===== config.mk =====
export PLATFORM = sky130hd
export DESIGN_NAME = ym_frame_fifo
export DESIGN_NICKNAME = d
export VERILOG_FILES = /design/src/rtl/ym_frame_fifo.sv
export SDC_FILE = /design/constraint.sdc
export NUM_CORES = 1
export LEC_CHECK = 0
export BUFFER_PORTS_ARGS = -buffer_cell sky130_fd_sc_hd__buf_2
export CAP_MARGIN = 25
export CORE_UTILIZATION = 25
export DETAILED_ROUTE_END_ITERATION = 10
export PLACE_DENSITY = 0.49
export SETUP_SLACK_MARGIN = 0.5
export SLEW_MARGIN = 20
export SYNTH_ARGS = -nofsm -noshare
export SYNTH_HDL_FRONTEND = slang
export SYNTH_SLANG_ARGS = --single-unit

===== constraint.sdc =====
create_clock -name clk -period 6.1 [get_ports clk]
set_clock_uncertainty 0.05 [all_clocks]
set_input_delay 1.22 -clock clk [delete_from_list [all_inputs] [get_ports clk]]
set_output_delay 1.22 -clock clk [all_outputs]
set_load 0.03 [all_outputs]

===== src/rtl/ym_frame_fifo.sv =====
// ---------------------------------------------------------------------------
// ym_frame_fifo
//
// Pairs the YM2151 converter's right/left channel samples into stereo frames
// and buffers them in a first-word-fall-through FIFO drained by valid/ready.
//
// Ports
//   clk, rst          : system clock, asynchronous active-high reset
//   enable            : capture enable; low stops frame assembly
//   flush             : synchronous clear of FIFO, pairing state, flags, counter
//   left, right       : converter samples (DW bits each)
//   update_left/right : level strobes; a rising edge marks a new sample
//   frame_valid       : FIFO non-empty
//   frame_ready       : consumer accepts the head frame
//   frame_left/right  : head frame samples (zero while empty)
//   level             : frames stored, 0..DEPTH
//   overflow          : sticky, a frame was dropped on a full FIFO
//   pair_err          : sticky, a channel arrived twice without its partner
//   drop_cnt          : dropped-frame count, saturating at 255
// ---------------------------------------------------------------------------
module ym_frame_fifo #(
  parameter int DEPTH = 8,
  parameter int DW    = 16
) (
  input  logic                       clk,
  input  logic                       rst,
  input  logic                       enable,
  input  logic                       flush,
  input  logic [DW-1:0]              left,
  input  logic [DW-1:0]              right,
  input  logic                       update_left,
  input  logic                       update_right,
  output logic                       frame_valid,
  input  logic                       frame_ready,
  output logic [DW-1:0]              frame_left,
  output logic [DW-1:0]              frame_right,
  output logic [$clog2(DEPTH):0]     level,
  output logic                       overflow,
  output logic                       pair_err,
  output logic [7:0]                 drop_cnt
);

  localparam int AW = $clog2(DEPTH);
  localparam int LW = AW + 1;
  localparam logic [LW-1:0] DEPTH_L = LW'(DEPTH);

  // Pairing FSM encoding
  localparam logic [1:0] ST_WAIT   = 2'd0;
  localparam logic [1:0] ST_HAVE_R = 2'd1;
  localparam logic [1:0] ST_HAVE_L = 2'd2;

  // -------------------------------------------------------------------------
  // State
  // -------------------------------------------------------------------------
  logic          ul_q, ul_d;
  logic          ur_q, ur_d;
  logic [1:0]    state_q, state_d;
  logic [DW-1:0] hold_q, hold_d;
  logic [AW-1:0] wr_ptr_q, wr_ptr_d;
  logic [AW-1:0] rd_ptr_q, rd_ptr_d;
  logic [LW-1:0] level_q, level_d;
  logic          overflow_q, overflow_d;
  logic          pair_err_q, pair_err_d;
  logic [7:0]    drop_cnt_q, drop_cnt_d;

  logic [2*DW-1:0] mem_q [DEPTH];

  // -------------------------------------------------------------------------
  // Edge detection
  // -------------------------------------------------------------------------
  logic ev_l, ev_r;

  // The edge registers follow the strobes even while disabled or flushing, so
  // a strobe that is already high when capture resumes is not seen as an edge.
  assign ul_d = update_left;
  assign ur_d = update_right;
  assign ev_l = enable & update_left  & ~ul_q;
  assign ev_r = enable & update_right & ~ur_q;

  // -------------------------------------------------------------------------
  // Pairing FSM
  // -------------------------------------------------------------------------
  logic          push;
  logic [DW-1:0] push_l;
  logic [DW-1:0] push_r;
  logic          set_pair_err;

  always_comb begin
    // NOTE: every output of this block gets a default first, so no path can
    // leave a signal unassigned and infer a latch.
    state_d      = state_q;
    hold_d       = hold_q;
    push         = 1'b0;
    push_l       = left;
    push_r       = right;
    set_pair_err = 1'b0;

    if (!enable) begin
      state_d = ST_WAIT;
      hold_d  = '0;
    end else begin
      case (state_q)
        ST_WAIT: begin
          if (ev_l && ev_r) begin
            push = 1'b1;
          end else if (ev_r) begin
            hold_d  = right;
            state_d = ST_HAVE_R;
          end else if (ev_l) begin
            hold_d  = left;
            state_d = ST_HAVE_L;
          end
        end
        ST_HAVE_R: begin
          if (ev_l) begin
            push   = 1'b1;
            push_r = hold_q;
            // A right edge alongside the completing left starts the next pair.
            if (ev_r) hold_d = right;
            else      state_d = ST_WAIT;
          end else if (ev_r) begin
            hold_d       = right;
            set_pair_err = 1'b1;
          end
        end
        ST_HAVE_L: begin
          if (ev_r) begin
            push   = 1'b1;
            push_l = hold_q;
            if (ev_l) hold_d = left;
            else      state_d = ST_WAIT;
          end else if (ev_l) begin
            hold_d       = left;
            set_pair_err = 1'b1;
          end
        end
        default: begin
          state_d = ST_WAIT;
          hold_d  = '0;
        end
      endcase
    end

    if (flush) begin
      state_d = ST_WAIT;
      hold_d  = '0;
    end
  end

  // -------------------------------------------------------------------------
  // FIFO control
  // -------------------------------------------------------------------------
  logic pop;
  logic push_ok;
  logic wr_en;

  assign pop     = frame_valid & frame_ready;
  // A full FIFO still accepts a push when the head leaves in the same cycle.
  assign push_ok = push & ((level_q != DEPTH_L) | pop);
  assign wr_en   = push_ok & ~flush;

  always_comb begin
    wr_ptr_d   = wr_ptr_q;
    rd_ptr_d   = rd_ptr_q;
    level_d    = level_q;
    overflow_d = overflow_q;
    pair_err_d = pair_err_q | set_pair_err;
    drop_cnt_d = drop_cnt_q;

    if (push_ok) wr_ptr_d = wr_ptr_q + AW'(1);
    if (pop)     rd_ptr_d = rd_ptr_q + AW'(1);

    case ({push_ok, pop})
      2'b10:   level_d = level_q + LW'(1);
      2'b01:   level_d = level_q - LW'(1);
      default: level_d = level_q;
    endcase

    if (push && !push_ok) begin
      overflow_d = 1'b1;
      if (drop_cnt_q != 8'hFF) drop_cnt_d = drop_cnt_q + 8'd1;
    end

    if (flush) begin
      wr_ptr_d   = '0;
      rd_ptr_d   = '0;
      level_d    = '0;
      overflow_d = 1'b0;
      pair_err_d = 1'b0;
      drop_cnt_d = '0;
    end
  end

  // -------------------------------------------------------------------------
  // Registers
  // -------------------------------------------------------------------------
  // NOTE: sequential state uses non-blocking assignments so every flop samples
  // the pre-edge values regardless of statement order.
  always_ff @(posedge clk or posedge rst) begin
    if (rst) begin
      ul_q       <= 1'b0;
      ur_q       <= 1'b0;
      state_q    <= ST_WAIT;
      hold_q     <= '0;
      wr_ptr_q   <= '0;
      rd_ptr_q   <= '0;
      level_q    <= '0;
      overflow_q <= 1'b0;
      pair_err_q <= 1'b0;
      drop_cnt_q <= '0;
    end else begin
      ul_q       <= ul_d;
      ur_q       <= ur_d;
      state_q    <= state_d;
      hold_q     <= hold_d;
      wr_ptr_q   <= wr_ptr_d;
      rd_ptr_q   <= rd_ptr_d;
      level_q    <= level_d;
      overflow_q <= overflow_d;
      pair_err_q <= pair_err_d;
      drop_cnt_q <= drop_cnt_d;
    end
  end

  // NOTE: the frame storage has no reset; entries are only read once written,
  // and the head output is masked to zero while the FIFO is empty.
  always_ff @(posedge clk) begin
    if (wr_en) mem_q[wr_ptr_q] <= {push_l, push_r};
  end

  // -------------------------------------------------------------------------
  // Outputs
  // -------------------------------------------------------------------------
  logic [2*DW-1:0] head;

  assign head        = mem_q[rd_ptr_q];
  assign frame_valid = (level_q != '0);
  assign frame_left  = frame_valid ? head[2*DW-1:DW] : '0;
  assign frame_right = frame_valid ? head[DW-1:0]    : '0;
  assign level       = level_q;
  assign overflow    = overflow_q;
  assign pair_err    = pair_err_q;
  assign drop_cnt    = drop_cnt_q;

endmodule

=== Word level (Yosys, flattened, before mapping) ===
Memories as Yosys holds them, arrays and structs flattened.
Cells that the tools add are included.

* Bits in registers: 40
* RAM bits: 256
* Input port bits: 39
* Output and inout bits: 47
* Logic and storage cells: 102
* Memories: 1

* $add $sub $neg: 5
* Equal/unequal tests: 13
* Multiplexer cells: 48
* Bitwise logic cells: 12
* Reductions and logical operators: 13

{| class="wikitable"
|+ Memory list
! memory !! words !! width !! rd ports !! clocked after Yosys merged registers in !! write ports !! RTL line !! source
|-
| mem_q || 8 || 32 || 1 || 0 || 1 || 66 || <nowiki>logic [2*DW-1:0] mem_q [DEPTH];</nowiki>
|}

{| class="wikitable"
|+ Operators with widths
! operator !! count
|-
| $mux W16 || 14
|-
| $pmux W16 S3 || 1
|-
| $ne A4 B4 Y1 const B || 7
|-
| $mux W8 || 3
|-
| $mux W2 || 9
|-
| $mux W1 || 12
|-
| $mux W3 || 4
|-
| $add A8 B1 Y8 const B || 1
|-
| $ne A8 B8 Y1 const B || 1
|-
| $pmux W4 S2 || 1
|-
| $reduce_bool A2 Y1 || 4
|-
| $and A1 B1 Y1 || 7
|-
| $add A3 B1 Y3 const B || 2
|-
| $pmux W2 S3 || 1
|-
| $reduce_and A6 Y1 || 1
|-
| $ne A5 B5 Y1 const B || 1
|-
| $add A4 B1 Y4 const B || 1
|-
| $eq A2 B1 Y1 const B || 2
|-
| $eq A2 B2 Y1 const B || 2
|-
| $mux W4 || 1
|-
| $reduce_and A2 Y1 || 2
|-
| $reduce_bool A4 Y1 || 1
|-
| $sub A4 B1 Y4 const B || 1
|-
| $not A1 Y1 || 3
|-
| 7 further kinds || 9
|}

=== Logic depth before layout (Yosys ltp) ===
* Depth after elaboration: 11
* Mapped depth: 11
* Mapped depth without buffers: 11

=== Worst setup path before layout ===
No wires, ideal clock.

* Path kind: in2reg
* Start point: in enable
* End point: mem mem_q[1][0] in the netlist's numbering (enable)
* Setup time: 0.461 ns
* Arrival time: 4.654 ns
* Required time: 5.589 ns
* Setup slack: 0.935 ns
* Cell stages on the path: 6
* Buffers on the path: 1
* Cell sequence: buf_4 nand4b_1 o211ai_2 nand3_1 or3b_1 nor3_1

* Cells in the longest elaborated chain, start to end: 10
* Elaborated cells between the ends (all ways): 14
* Classes of those cells: mux (7); bitwise (6); reduce/logical (1)

{| class="wikitable"
|+ RTL lines
! item !! RTL line !! source
|-
| start, declared || 27 || <nowiki>input logic enable,</nowiki>
|-
| $and A1 B1 Y1 (on tied branches) (2 in a row) || 77, 78 ||
|-
| $logic_and A1 B1 Y1 || 104 || <nowiki>if (ev_l && ev_r) begin</nowiki>
|-
| $mux W1 || 104 ||
|-
| $pmux W1 S3 || 102 || <nowiki>case (state_q)</nowiki>
|-
| $mux W1 (*) || 98 || <nowiki>if (!enable) begin</nowiki>
|-
| $and A1 B1 Y1 (*) || 159 || <nowiki>assign push_ok = push & ((level_q != DEPTH_L) | pop);</nowiki>
|-
| $and A1 B1 Y1 (*) || 160 || <nowiki>assign wr_en = push_ok & ~flush;</nowiki>
|-
| $mux W1 (*) || 228 || <nowiki>if (wr_en) mem_q[wr_ptr_q] <= {push_l, push_r};</nowiki>
|-
| $mux W1 (not written as such) (*) || 228 ||
|-
| end, declared || 66 ||
|}

Mark *: on every way between the ends. The rest lies on a longest branch, timed or not.

=== Worst setup path in the final report ===
* Start point: reg rd_ptr_q[0]
* End point: out frame_left[12]

* Cells in the longest elaborated chain, start to end: 2

{| class="wikitable"
|+ RTL lines
! item !! RTL line !! source
|-
| start, declared || 60 || <nowiki>logic [AW-1:0] rd_ptr_q, rd_ptr_d;</nowiki>
|-
| start signal, assigned || 217 || <nowiki>rd_ptr_q <= rd_ptr_d;</nowiki>
|-
| $mem_v2 Z8 W32 || -- ||
|-
| $mux W16 || 238 || <nowiki>assign frame_left = frame_valid ? head[2*DW-1:DW] : '0;</nowiki>
|-
| end, declared || 35 || <nowiki>output logic [DW-1:0] frame_left,</nowiki>
|}

No other way between the ends.

==> impl_summary.md <==
Run status
The flow ran to the end, and the final reports show no timing, DRC or antenna violations.

Detailed routing
The final layout contains routed wiring with a total length of 30.43 mm. The highest layer used for signal routing is met5. The average vias per placed instance is 4.438. The total number of vias is 6648. In the routed design, unresolved DRC markers number 0. The wire length on met1 is 13.78 mm. The detailed-routed wire length on met2 is roughly 14 mm.

The first-pass detailed-route iteration total is 5. In this run, the number of DRC markers left after iteration 0 of detailed routing was 391. The routed length per instance is between 20 and 25 um. The detail route stage leaves a number of antenna-violating nets equal to 0.

The routed design uses around 2.0 mm of met3 wire.

Clock network
The hold-fix buffer count after cts is 0. The clock sink count is 296. The number of gates resized after cts is 0. After clock tree synthesis, the clock-pin slew on the worst setup and hold paths is approximately 50 ps. TritonCTS created 34 clock buffers. The clock tree from TritonCTS is done. The root buffer cell chosen for the clock tree is sky130_fd_sc_hd__clkbuf_16. In this run the number of H-tree levels came out at 2.

Counting along the longest clock path gives a buffer depth of 3. After clock tree synthesis, the setup repair step added 0 buffers. The clock latency on the worst-skew pair is 520 ps.

Finish
The final instance count without filler cells is ~1500. The share of post-route cells with drive strength above 1 is 32.65%. The footprint of the multi-input gates is 0.003655 mm^2. The register area is ~0.0087 mm^2. Counting the fill cells in the layout gives a little under 5000. Compared with the post-synthesis result, the final layout area differs by 19.79%.

The finished cells cover between 0.01 and 0.015 mm^2. The net count reported at finish is about 850. The share of the core filled with cells in the final layout is 30.45%.

Synth
The netlist uses between 40 and 50 different library cells. Yosys attributes the largest share of cell area to sky130_fd_sc_hd__edfxtp_1 62%, sky130_fd_sc_hd__mux4_2 12%, sky130_fd_sc_hd__dfrtp_1 8.0%. Synthesis produced roughly 700 cells.

The synthesized flop and latch total is approximately 300. The cell area that synthesis handed to floorplanning was 0.01247 mm^2. The average cell area after synthesis is approximately 18 um^2. The library cell with the largest summed area after synthesis is sky130_fd_sc_hd__edfxtp_1. The share of synthesized area occupied by flip-flops and latches is between 60 and 70%. The synthesis warning total is 0. The share of async-settable or async-resettable flops after synthesis is about 14%. Counting every net in the synthesized netlist gives between 700 and 800. The dominant synthesized flop cell is sky130_fd_sc_hd__edfxtp_1. The area fraction of the dominant cell type after synthesis is 61.64%. The synthesized design contains between 200 and 300 enable-type register cells.

Worst setup path
The worst setup path is launched from a flip-flop. The data arrival at the endpoint of the critical path is about 2900 ps. In this run the worst path has a maximum fanout of 25.

The launch point of the worst reg-to-reg path is state_q[1]$_DFFE_PP0P_. Measured in cells, the most critical reg-to-reg path has a length of 9. In this run the critical register-to-register path is captured at mem_q[7][0]$_DFFE_PP_. The worst setup path is captured at an output port.

The category of the most critical setup path is flip-flop to output port. The worst register-to-register path has a setup slack of around 2600 ps. Data on the critical path is required at its endpoint by between 4000 and 5000 ps.

Global routing
The number of global-route vias before repair is approximately 7100. The global route total overflow is 0. The wire length of the first global-routing pass is 45.95 mm.

The initial antenna violation count is 5. The largest net degree at the start of global routing is 49. Global routing used ~12% of the available tracks across all layers.

Pwr
The power density relative to cell area is 298.8 mW/mm^2. IR analysis of the VDD net gives a maximum drop of 0.1348 mV. The static leakage is 4.959 nW.

Floorplanning
After floorplanning, the core was sized to cover 0.04905 mm^2. The floorplan has 81 rows. From left edge to right edge, the die measures about 230 um.

The die is 225.3 um tall. The initial core utilization is about a quarter. The die covers between 0.05 and 0.06 mm^2. The number of placed I/O pins is 86.

Worst hold path
The worst hold path terminates at overflow$_DFFE_PP0P_. In this run the worst hold path is classified as flip-flop to flip-flop. The number of cells traversed by the worst hold path is 2.

The worst hold path startpoint is overflow$_DFFE_PP0P_.

Run
Across the run, the number of max-cap violations was 0.

Placed design
After legalization and detailed placement, the total HPWL measured 19.51 mm. The count of input and output buffers is 85. Once placement finished, the instance area stood at between 0.01 and 0.015 mm^2. Routability-driven placement finished with a final weighted congestion of 0.7253. Including well taps, the total number of placed cells is approximately 1400.

Timing
After layout, the minimum clock period comes to between 4000 and 5000 ps. For the final routed database, the setup TNS stands at 0 ps. The slew at the pin closest to its max-slew limit is 950.2 ps.

The headroom to the max-slew limit is between 30% and 40%. Setup repair after global routing left no endpoint under its margin. The final period utilization is between 60% and 70%. The final max-slew violation count came to 0. Based on the critical path, the design can be clocked at up to 240.9 MHz. The number of failing hold endpoints at the final stage is 0. Setup violations remaining at the end of the flow were counted as 0.
metal layers:
metal	up-vias	global-route usage, %
met2	171	19.27
met5	-	0
met3	44	2.960
met4	4	3.292
li1	3006	-
met1	3423	16.81
area by class of cell:
class	count	area share (%)
antenna	4	0.06701
clock buffer	51	6.533
clock inverter	10	0.5193
inverter	7	0.1759
multi-input combinational	358	24.47
sequential	296	58.20
tap	664	5.562
timing repair buffer	108	4.473
power by group:
group	internal, mW	switching [mW]	total [mW]	leakage (nW)
Clock	1.11	0.796	1.91	0.505
Combinational	0.126	0.201	0.327	1.61
Sequential	2.21	0.0179	2.23	2.85
Total	3.45	1.01	4.46	4.96
through the flow:
stage	worst slack, ps	hold WS [ps]	total power, mW
5_1_grt	1717	497.3	4.628
2_1_floorplan	934.8	460.0	2.479
3_3_place_gp	1967	468.3	2.592
4_1_cts	1597	478.3	4.513
6_report	1948	468.4	4.464
3_5_place_dp	1903	459.4	2.593
sequential cells by signal (all words and copies together), names as in the netlist, 2 cells and up:
| name | count |
|---|---|
| drop_cnt | 8 |
| mem_q | 256 |
| hold_q | 16 |
| rd_ptr_q | 3 |
| state_q | 2 |
| wr_ptr_q | 3 |
| level | 4 |
how the worst max path moves through the flow:
| stage | startpoint | to | slack, ps | cells after the start |
|---|---|---|---|---|
| after global routing | rd_ptr_q[0]$_DFFE_PP0P_ | frame_left[12] | 1720 | 6 |
| after CTS | rd_ptr_q[0]$_DFFE_PP0P_ | frame_right[2] | 1600 | 5 |
| after floorplan | enable | mem_q[1][0]$_DFFE_PP_ | 930 | 6 |
| after detailed placement | enable | mem_q[7][0]$_DFFE_PP_ | 1900 | 7 |
| after global placement | enable | mem_q[7][14]$_DFFE_PP_ | 1970 | 7 |
| final | rd_ptr_q[0]$_DFFE_PP0P_ | frame_left[12] | 1950 | 6 |
cell usage after synthesis, types with 4 or more instances:
library cell	instances
sky130_fd_sc_hd__xor2_1	4
sky130_fd_sc_hd__nor2_1	53
sky130_fd_sc_hd__nand2b_1	7
sky130_fd_sc_hd__nor3_1	5
sky130_fd_sc_hd__mux2i_1	51
sky130_fd_sc_hd__inv_1	7
sky130_fd_sc_hd__o21ai_0	18
sky130_fd_sc_hd__mux4_2	64
sky130_fd_sc_hd__and2_1	4
sky130_fd_sc_hd__nand3_1	7
sky130_fd_sc_hd__a22o_1	16
sky130_fd_sc_hd__mux2_2	34
sky130_fd_sc_hd__dfrtp_1	40
sky130_fd_sc_hd__a21oi_1	14
sky130_fd_sc_hd__o31ai_1	4
sky130_fd_sc_hd__clkbuf_1	27
sky130_fd_sc_hd__ha_1	9
sky130_fd_sc_hd__edfxtp_1	256
sky130_fd_sc_hd__nand4_1	4
sky130_fd_sc_hd__buf_2	6
sky130_fd_sc_hd__nand2_1	29
layout by cell type, fill, tap and decap left out, drive strengths merged, types with 2 or more instances in the layout:
| cell | n |
|---|---|
| edfxtp | 256 |
| buf | 108 |
| mux4 | 64 |
| nor2 | 54 |
| mux2i | 51 |
| clkbuf | 51 |
| dfrtp | 40 |
| mux2 | 34 |
| nand2 | 29 |
| o21ai | 18 |
| a22o | 16 |
| a21oi | 14 |
| ha | 9 |
| clkinv | 8 |
| nand2b | 7 |
| nand3 | 7 |
| inv | 7 |
| nand4 | 5 |
| nor3 | 5 |
| diode | 4 |
| o31ai | 4 |
| xor2 | 4 |
| and2 | 4 |
| or3 | 4 |
| nor2b | 3 |
| o221ai | 3 |
| or4 | 3 |
| nand4b | 3 |
| nand3b | 2 |
| and3b | 2 |
| a31oi | 2 |
| xnor2 | 2 |
| clkinvlp | 2 |
cells by family after synthesis:
family	after synthesis	share of synthesized area [%]
AOI/OAI and AO/OA	61	3.261
xor gates and xnor gates	6	0.4214
adders and majority gates	10	1.064
buffers and inverters	45	1.505
DFF	296	69.67
muxes	149	18.72
and+or+nand+nor	132	5.358
worst max-delay path, stage by stage, from the launching register on:
cell and delay, ps:
sky130_fd_sc_hd__dfrtp_4 780, sky130_fd_sc_hd__buf_12 290, sky130_fd_sc_hd__buf_4 280, sky130_fd_sc_hd__mux4_2 540
sky130_fd_sc_hd__mux2i_1 200, sky130_fd_sc_hd__nor2_1 60, sky130_fd_sc_hd__buf_2 180
(Power assumes the default switching activity.)
